### config.mk
export PLATFORM = sky130hd
export DESIGN_NAME = seq_multiplier
export DESIGN_NICKNAME = d
export VERILOG_FILES = /design/src/rtl/seq_multiplier_pkg.sv /design/src/rtl/seq_multiplier_ctrl.sv /design/src/rtl/seq_multiplier.sv
export SDC_FILE = /design/constraint.sdc
export NUM_CORES = 1
export LEC_CHECK = 0
export ABC_CLOCK_PERIOD_IN_PS = 4000
export BUFFER_PORTS_ARGS = -buffer_cell sky130_fd_sc_hd__buf_4
export CAP_MARGIN = 20
export CORE_ASPECT_RATIO = 1.25
export CORE_MARGIN = 1
export CORE_UTILIZATION = 50
export CTS_CLUSTER_SIZE = 20
export DETAILED_ROUTE_END_ITERATION = 10
export PLACE_DENSITY_LB_ADDON = 0.12
export SYNTH_ARGS = -nofsm -noshare
export SYNTH_HDL_FRONTEND = slang
export SYNTH_SLANG_ARGS = --single-unit
### constraint.sdc
create_clock -name clk -period 4 [get_ports clk]
set_input_delay 0.6 -clock clk [delete_from_list [all_inputs] [get_ports clk]]
set_output_delay 0.6 -clock clk [all_outputs]
set_load 0.02 [all_outputs]
### src/rtl/seq_multiplier_pkg.sv
// Shared definitions for the sequential shift-add multiplier: controller state
// encoding and the iteration-counter width helper.
package seq_multiplier_pkg;

  typedef enum logic [1:0] {
    IDLE = 2'd0,
    RUN  = 2'd1,
    FIX  = 2'd2
  } state_t;

  // Counter must hold WIDTH itself, so it needs clog2(WIDTH+1) bits.
  function automatic int cnt_width(input int width);
    return $clog2(width + 1);
  endfunction

endpackage

### src/rtl/seq_multiplier_ctrl.sv
// Controller FSM for seq_multiplier: sequences IDLE -> RUN -> FIX and issues
// the datapath strobes plus the busy/done handshake.
module seq_multiplier_ctrl
  import seq_multiplier_pkg::*;
#(
  parameter bit EARLY_EXIT = 1'b1
) (
  input  logic clk,
  input  logic rst_n,
  input  logic i_start,
  input  logic i_mplr_lsb,
  input  logic i_mplr_rest_zero,
  input  logic i_count_last,
  output logic o_load,
  output logic o_add,
  output logic o_shift,
  output logic o_fix,
  output logic o_busy,
  output logic o_done
);

  state_t r_state;
  logic   w_finish;

  // Leave RUN after this iteration if the counter expires or nothing is left to add.
  assign w_finish = i_count_last || (EARLY_EXIT && i_mplr_rest_zero);

  assign o_load  = (r_state == IDLE) && i_start;
  assign o_shift = (r_state == RUN);
  assign o_add   = o_shift && i_mplr_lsb;
  assign o_fix   = (r_state == FIX);

  // NOTE: state and registered outputs use <= so every flop samples pre-edge values.
  always_ff @(posedge clk or negedge rst_n) begin
    if (!rst_n) begin
      r_state <= IDLE;
      o_busy  <= 1'b0;
      o_done  <= 1'b0;
    end else begin
      o_done <= 1'b0;
      case (r_state)
        IDLE: begin
          if (i_start) begin
            r_state <= RUN;
            o_busy  <= 1'b1;
          end
        end
        RUN: begin
          if (w_finish) r_state <= FIX;
        end
        FIX: begin
          r_state <= IDLE;
          o_done  <= 1'b1;
          o_busy  <= 1'b0;
        end
        default: begin
          r_state <= IDLE;
          o_busy  <= 1'b0;
        end
      endcase
    end
  end

endmodule

### src/rtl/seq_multiplier.sv
// Multi-cycle signed/unsigned shift-add multiplier behind a start/done handshake.
// Operates on magnitudes and applies the sign once in the FIX cycle.
module seq_multiplier
  import seq_multiplier_pkg::*;
#(
  parameter int WIDTH      = 8,
  parameter bit EARLY_EXIT = 1'b1
) (
  input  logic               clk,
  input  logic               reset,
  input  logic               start,
  input  logic               is_signed,
  input  logic [WIDTH-1:0]   inA,
  input  logic [WIDTH-1:0]   inB,
  output logic [2*WIDTH-1:0] product,
  output logic               busy,
  output logic               done
);

  localparam int             CW         = cnt_width(WIDTH);
  localparam logic [CW-1:0]  COUNT_INIT = CW'(WIDTH);

  logic [2*WIDTH-1:0] r_acc;
  logic [2*WIDTH-1:0] r_mcand;
  logic [WIDTH-1:0]   r_mplr;
  logic [CW-1:0]      r_count;
  logic               r_neg;

  logic [WIDTH-1:0] w_mag_a;
  logic [WIDTH-1:0] w_mag_b;
  logic             w_load;
  logic             w_add;
  logic             w_shift;
  logic             w_fix;
  logic             w_mplr_rest_zero;
  logic             w_count_last;

  // The most negative value negates to itself, which reads correctly as an unsigned magnitude.
  assign w_mag_a = (is_signed && inA[WIDTH-1]) ? -inA : inA;
  assign w_mag_b = (is_signed && inB[WIDTH-1]) ? -inB : inB;

  assign w_mplr_rest_zero = (r_mplr[WIDTH-1:1] == '0);
  assign w_count_last     = (r_count == CW'(1));

  seq_multiplier_ctrl #(
    .EARLY_EXIT(EARLY_EXIT)
  ) u_ctrl (
    .clk              (clk),
    .rst_n            (reset),
    .i_start          (start),
    .i_mplr_lsb       (r_mplr[0]),
    .i_mplr_rest_zero (w_mplr_rest_zero),
    .i_count_last     (w_count_last),
    .o_load           (w_load),
    .o_add            (w_add),
    .o_shift          (w_shift),
    .o_fix            (w_fix),
    .o_busy           (busy),
    .o_done           (done)
  );

  // NOTE: every datapath register is reset so an aborted operation leaves no residue.
  always_ff @(posedge clk or negedge reset) begin
    if (!reset) begin
      r_acc   <= '0;
      r_mcand <= '0;
      r_mplr  <= '0;
      r_count <= '0;
      r_neg   <= 1'b0;
      product <= '0;
    end else begin
      if (w_load) begin
        r_acc   <= '0;
        r_mcand <= {{WIDTH{1'b0}}, w_mag_a};
        r_mplr  <= w_mag_b;
        r_count <= COUNT_INIT;
        r_neg   <= is_signed && (inA[WIDTH-1] ^ inB[WIDTH-1]);
      end else if (w_shift) begin
        if (w_add) r_acc <= r_acc + r_mcand;
        r_mcand <= r_mcand << 1;
        r_mplr  <= r_mplr >> 1;
        r_count <= r_count - CW'(1);
      end
      // Negating a zero accumulator yields zero, so -x*0 never produces a stray sign.
      if (w_fix) product <= r_neg ? -r_acc : r_acc;
    end
  end

endmodule

==> results.yml <==
cts:
  cts_resized: 0
  cts-root-buf: "clkbuf_8"
  path_clk_slew_ns: 0.08
  clock_path_buffers: 2
  clock_latency_ns: 0.34
  cts_tree: "built"
  postCtsSetupBuffers: 0
  cts.sinks: 65
  cts_buffers: 9
  hold_buffers: 0
  h-tree-depth: 3
synthesis:
  async_flop_share_pct: 100
  yosys_warnings: 0
  ys_seq_area_share_pct: 40.8
  syn-cell-area_sq_um: 3990
  ys_types: 53
  synth_edf_count: 0
  synth_ff_type: "dfrtp_1"
  synth_cells: 450
  synth_nets: 491
  ys_seq_elements: 65
  yosysTopAreaCell: "dfrtp_1"
  synthTopCellsByArea: "dfrtp_1 41%, nand2_1 8.8%, ha_1 6.3%, xor2_1 5.3%, o21ai_0 4.4%"
  synth.avg_cell_area_sq_um: 8.86
  synth_top_cell_area_share_pct: 40.8
detailed_routing:
  wire_per_inst_um: 14.2
  ant_nets: 0
  first_pass_iters: 4
  vias_per_cell: 5.50
  first_iter_violations: 127
  vias: 3175
  wirelength_um: 8220
  route.detailed.drc: 0
place:
  place_hpwl_um: 6050
  numPortBuffers: 37
  pre_cts_ws_ns: 1.39
  place_area_sq_um: 4270
  gp_congestion: 0.838
job:
  drv_cap: 0
worst_setup_path:
  worst_setup_path_start_kind: "flip-flop"
  criticalPathCategory: "flip-flop to flip-flop"
  ff2ff_setup_slack_ns: 1.41
  worstSetupStartpoint: "u_ctrl.r_state[1]"
  rr_endpoint: "r_acc[15]"
  cp-endpoint: "r_acc[15]"
  crit_family: "simple AND/OR/NAND/NOR gates"
  cp_num_cells: 6
  slowest_stage: "nor2b_1"
  crit_chain: "nor2b_1 -> nand2_1 -> nor4_1 -> a21bo_1 -> o211ai_2 -> mux2i_1"
  critPathCaptureType: "flip-flop"
  reg2regPathDepth: 6
  cp_max_fo: 17
  slowest_delay_ns: 0.62
  r2r_start: "u_ctrl.r_state[1]"
  cp.buffers_inverters: 0
  crit_required_ns: 4.27
  critical_path_arrival_ns: 2.86
global_route:
  overflow: 0
  grt_pass1_wl_um: 14200
  met3_usage_pct: 3.39
  grt_pass1_vias: 3033
  grt_usage_pct: 22.3
  met2_usage_pct: 39.4
  grt_use_met1_pct: 26.7
  top_usage_layer: "met2"
  grt_max_degree: 66
  antenna_found_initial: 0
sta:
  setup_viol: 0
  setup_slack_ns: 1.41
  fin_crit_sh_pct: 64.7
  rsz0062_at_grt: "false"
  fmax_mhz: 386
  worstMarginPinSlew_ns: 1.02
  slew_viol_final: 0
  hold_violations: 0
  fin_skew_ns: 0.00893
  period_needed_ns: 2.59
  maxSlewHeadroom_pct: 32.2
  fin_setup_tns_ns: 0
power:
  power_mw: 3.98
  switching_share_pct: 43.2
  ir_worst_vdd_uv: 466
  power_leakage_nw: 2.16
  clkPwrFrac_pct: 18.5
  power_density_nw_per_um2: 872
  p_switching_mw: 1.72
  p_int_mw: 2.26
  power_frac_seq_pct: 31.2
  power_frac_comb_pct: 50.3
finish:
  final_cell_mix: "93 x nand2_1, 65 x dfrtp_1, 38 x buf_4"
  area_growth_pct: 14.4
  layout_commonest_cell: "nand2_1"
  antenna_cells: 0
  fillCellCount: 733
  final_cell_area_sq_um: 4560
  drive_gt1_share_pct: 14.5
  nNetsFinal: 518
hold_path:
  hp-class: "primary input to asynchronous set/reset pin"
die:
  pin_count: 38
  start_util_pct: 51.4
  dieArea_sq_um: 8330
  core_sq_um: 7750
  rows: 36
  die-height_um: 102
  fp.dieW_um: 81.9
run_status:
  status: "completed"
[synth_stat cells, drive strengths merged, types with 2 or more instances]
cell type  number
a22o            2
nor4            3
nor3            9
and3            5
nand3          16
or3             5
a31o            2
dfrtp          65
xnor2          14
mux2i           4
a22oi           2
clkbuf         17
nand2b          3
o41ai           3
a21oi          16
a21o           10
nand4           3
o21ai          47
xor2           24
o31ai           7
o21bai          2
a32o            2
a31oi          15
buf             6
nor2           24
nor2b           2
ha             20
inv            12
and2            4
a211oi          3
nand2          93
o211ai          2
[worst register-to-register path, cell delays in order, from the launching register on]
cell and delay (ns):
dfrtp_1 0.41, nor2b_1 0.62, nand2_1 0.55, nor4_1 0.43, a21bo_1 0.25, o211ai_2 0.06, mux2i_1 0.19
[stage by stage]
step	instances	util (%)	hold WS, ns
2_1_floorplan	450	-	0.304
3_3_place_gp	560	55.1	0.462
3_5_place_dp	560	55.1	0.471
4_1_cts	576	58.5	0.384
5_1_grt	577	58.9	0.426
6_report	577	58.9	0.356
[layer usage]
layer,up-vias,wire length (um)
met5,-,0
met4,0,121
met3,8,317
met2,59,4260
met1,1479,3520
li1,1629,-
[how the worst min path moves through the flow]
stage                    start          to  slack [ns]  cells past startpoint
floorplan                reset  product[0]        0.30                      0
CTS                      reset   r_acc[15]        0.38                      1
global route             reset  product[5]        0.43                      1
finish                   reset  r_mcand[0]        0.36                      1
detailed placement  product[8]  product[8]        0.47                      2
global placement    product[4]  product[4]        0.46                      2
[kinds of logic (layout without fill, tap and decap cells)]
logic type / Yosys count / in the layout / synth area share [%]
AND/OR/NAND/NOR: 170 / 170 / 18.9
AO/OA/AOI/OAI: 117 / 117 / 19.9
flip-flops: 65 / 65 / 40.8
XOR/XNOR: 38 / 38 / 8.35
buffers and inverters: 35 / 67 / 4.24
adder cells (fa/ha/maj): 21 / 21 / 6.78
multiplexers: 4 / 4 / 1.00
[area by class of cell]
cell class / count / area [sq um] / area share [%]
well taps: 95 / 119 / 2.61
clock inverters: 7 / 143 / 3.13
flip-flops and latches: 65 / 1630 / 35.7
multi-input cells: 350 / 2190 / 48.0
clock buffers: 9 / 124 / 2.72
inverters: 12 / 45.0 / 0.988
repair buffers: 39 / 313 / 6.86
[flip-flops by register name (all words and copies together), names as in the netlist]
| register | flops |
|---|---|
| u_ctrl.o_done | 1 |
| r_mcand | 16 |
| u_ctrl.o_busy | 1 |
| r_neg | 1 |
| r_acc | 16 |
| r_mplr | 8 |
| r_count | 4 |
| u_ctrl.r_state | 2 |
| product | 16 |
[power by group through the flow]
stage | clock [mW] | combinational (mW) | sequential [mW]
6_report | 0.737 | 2.00 | 1.24
5_1_grt | 0.778 | 2.26 | 1.30
4_1_cts | 0.751 | 2.00 | 1.24
3_5_place_dp | 0 | 1.99 | 1.26
3_3_place_gp | 0 | 1.95 | 1.24
2_1_floorplan | 0 | 1.56 | 1.25
No activity file was read; power rests on OpenSTA's default activity.
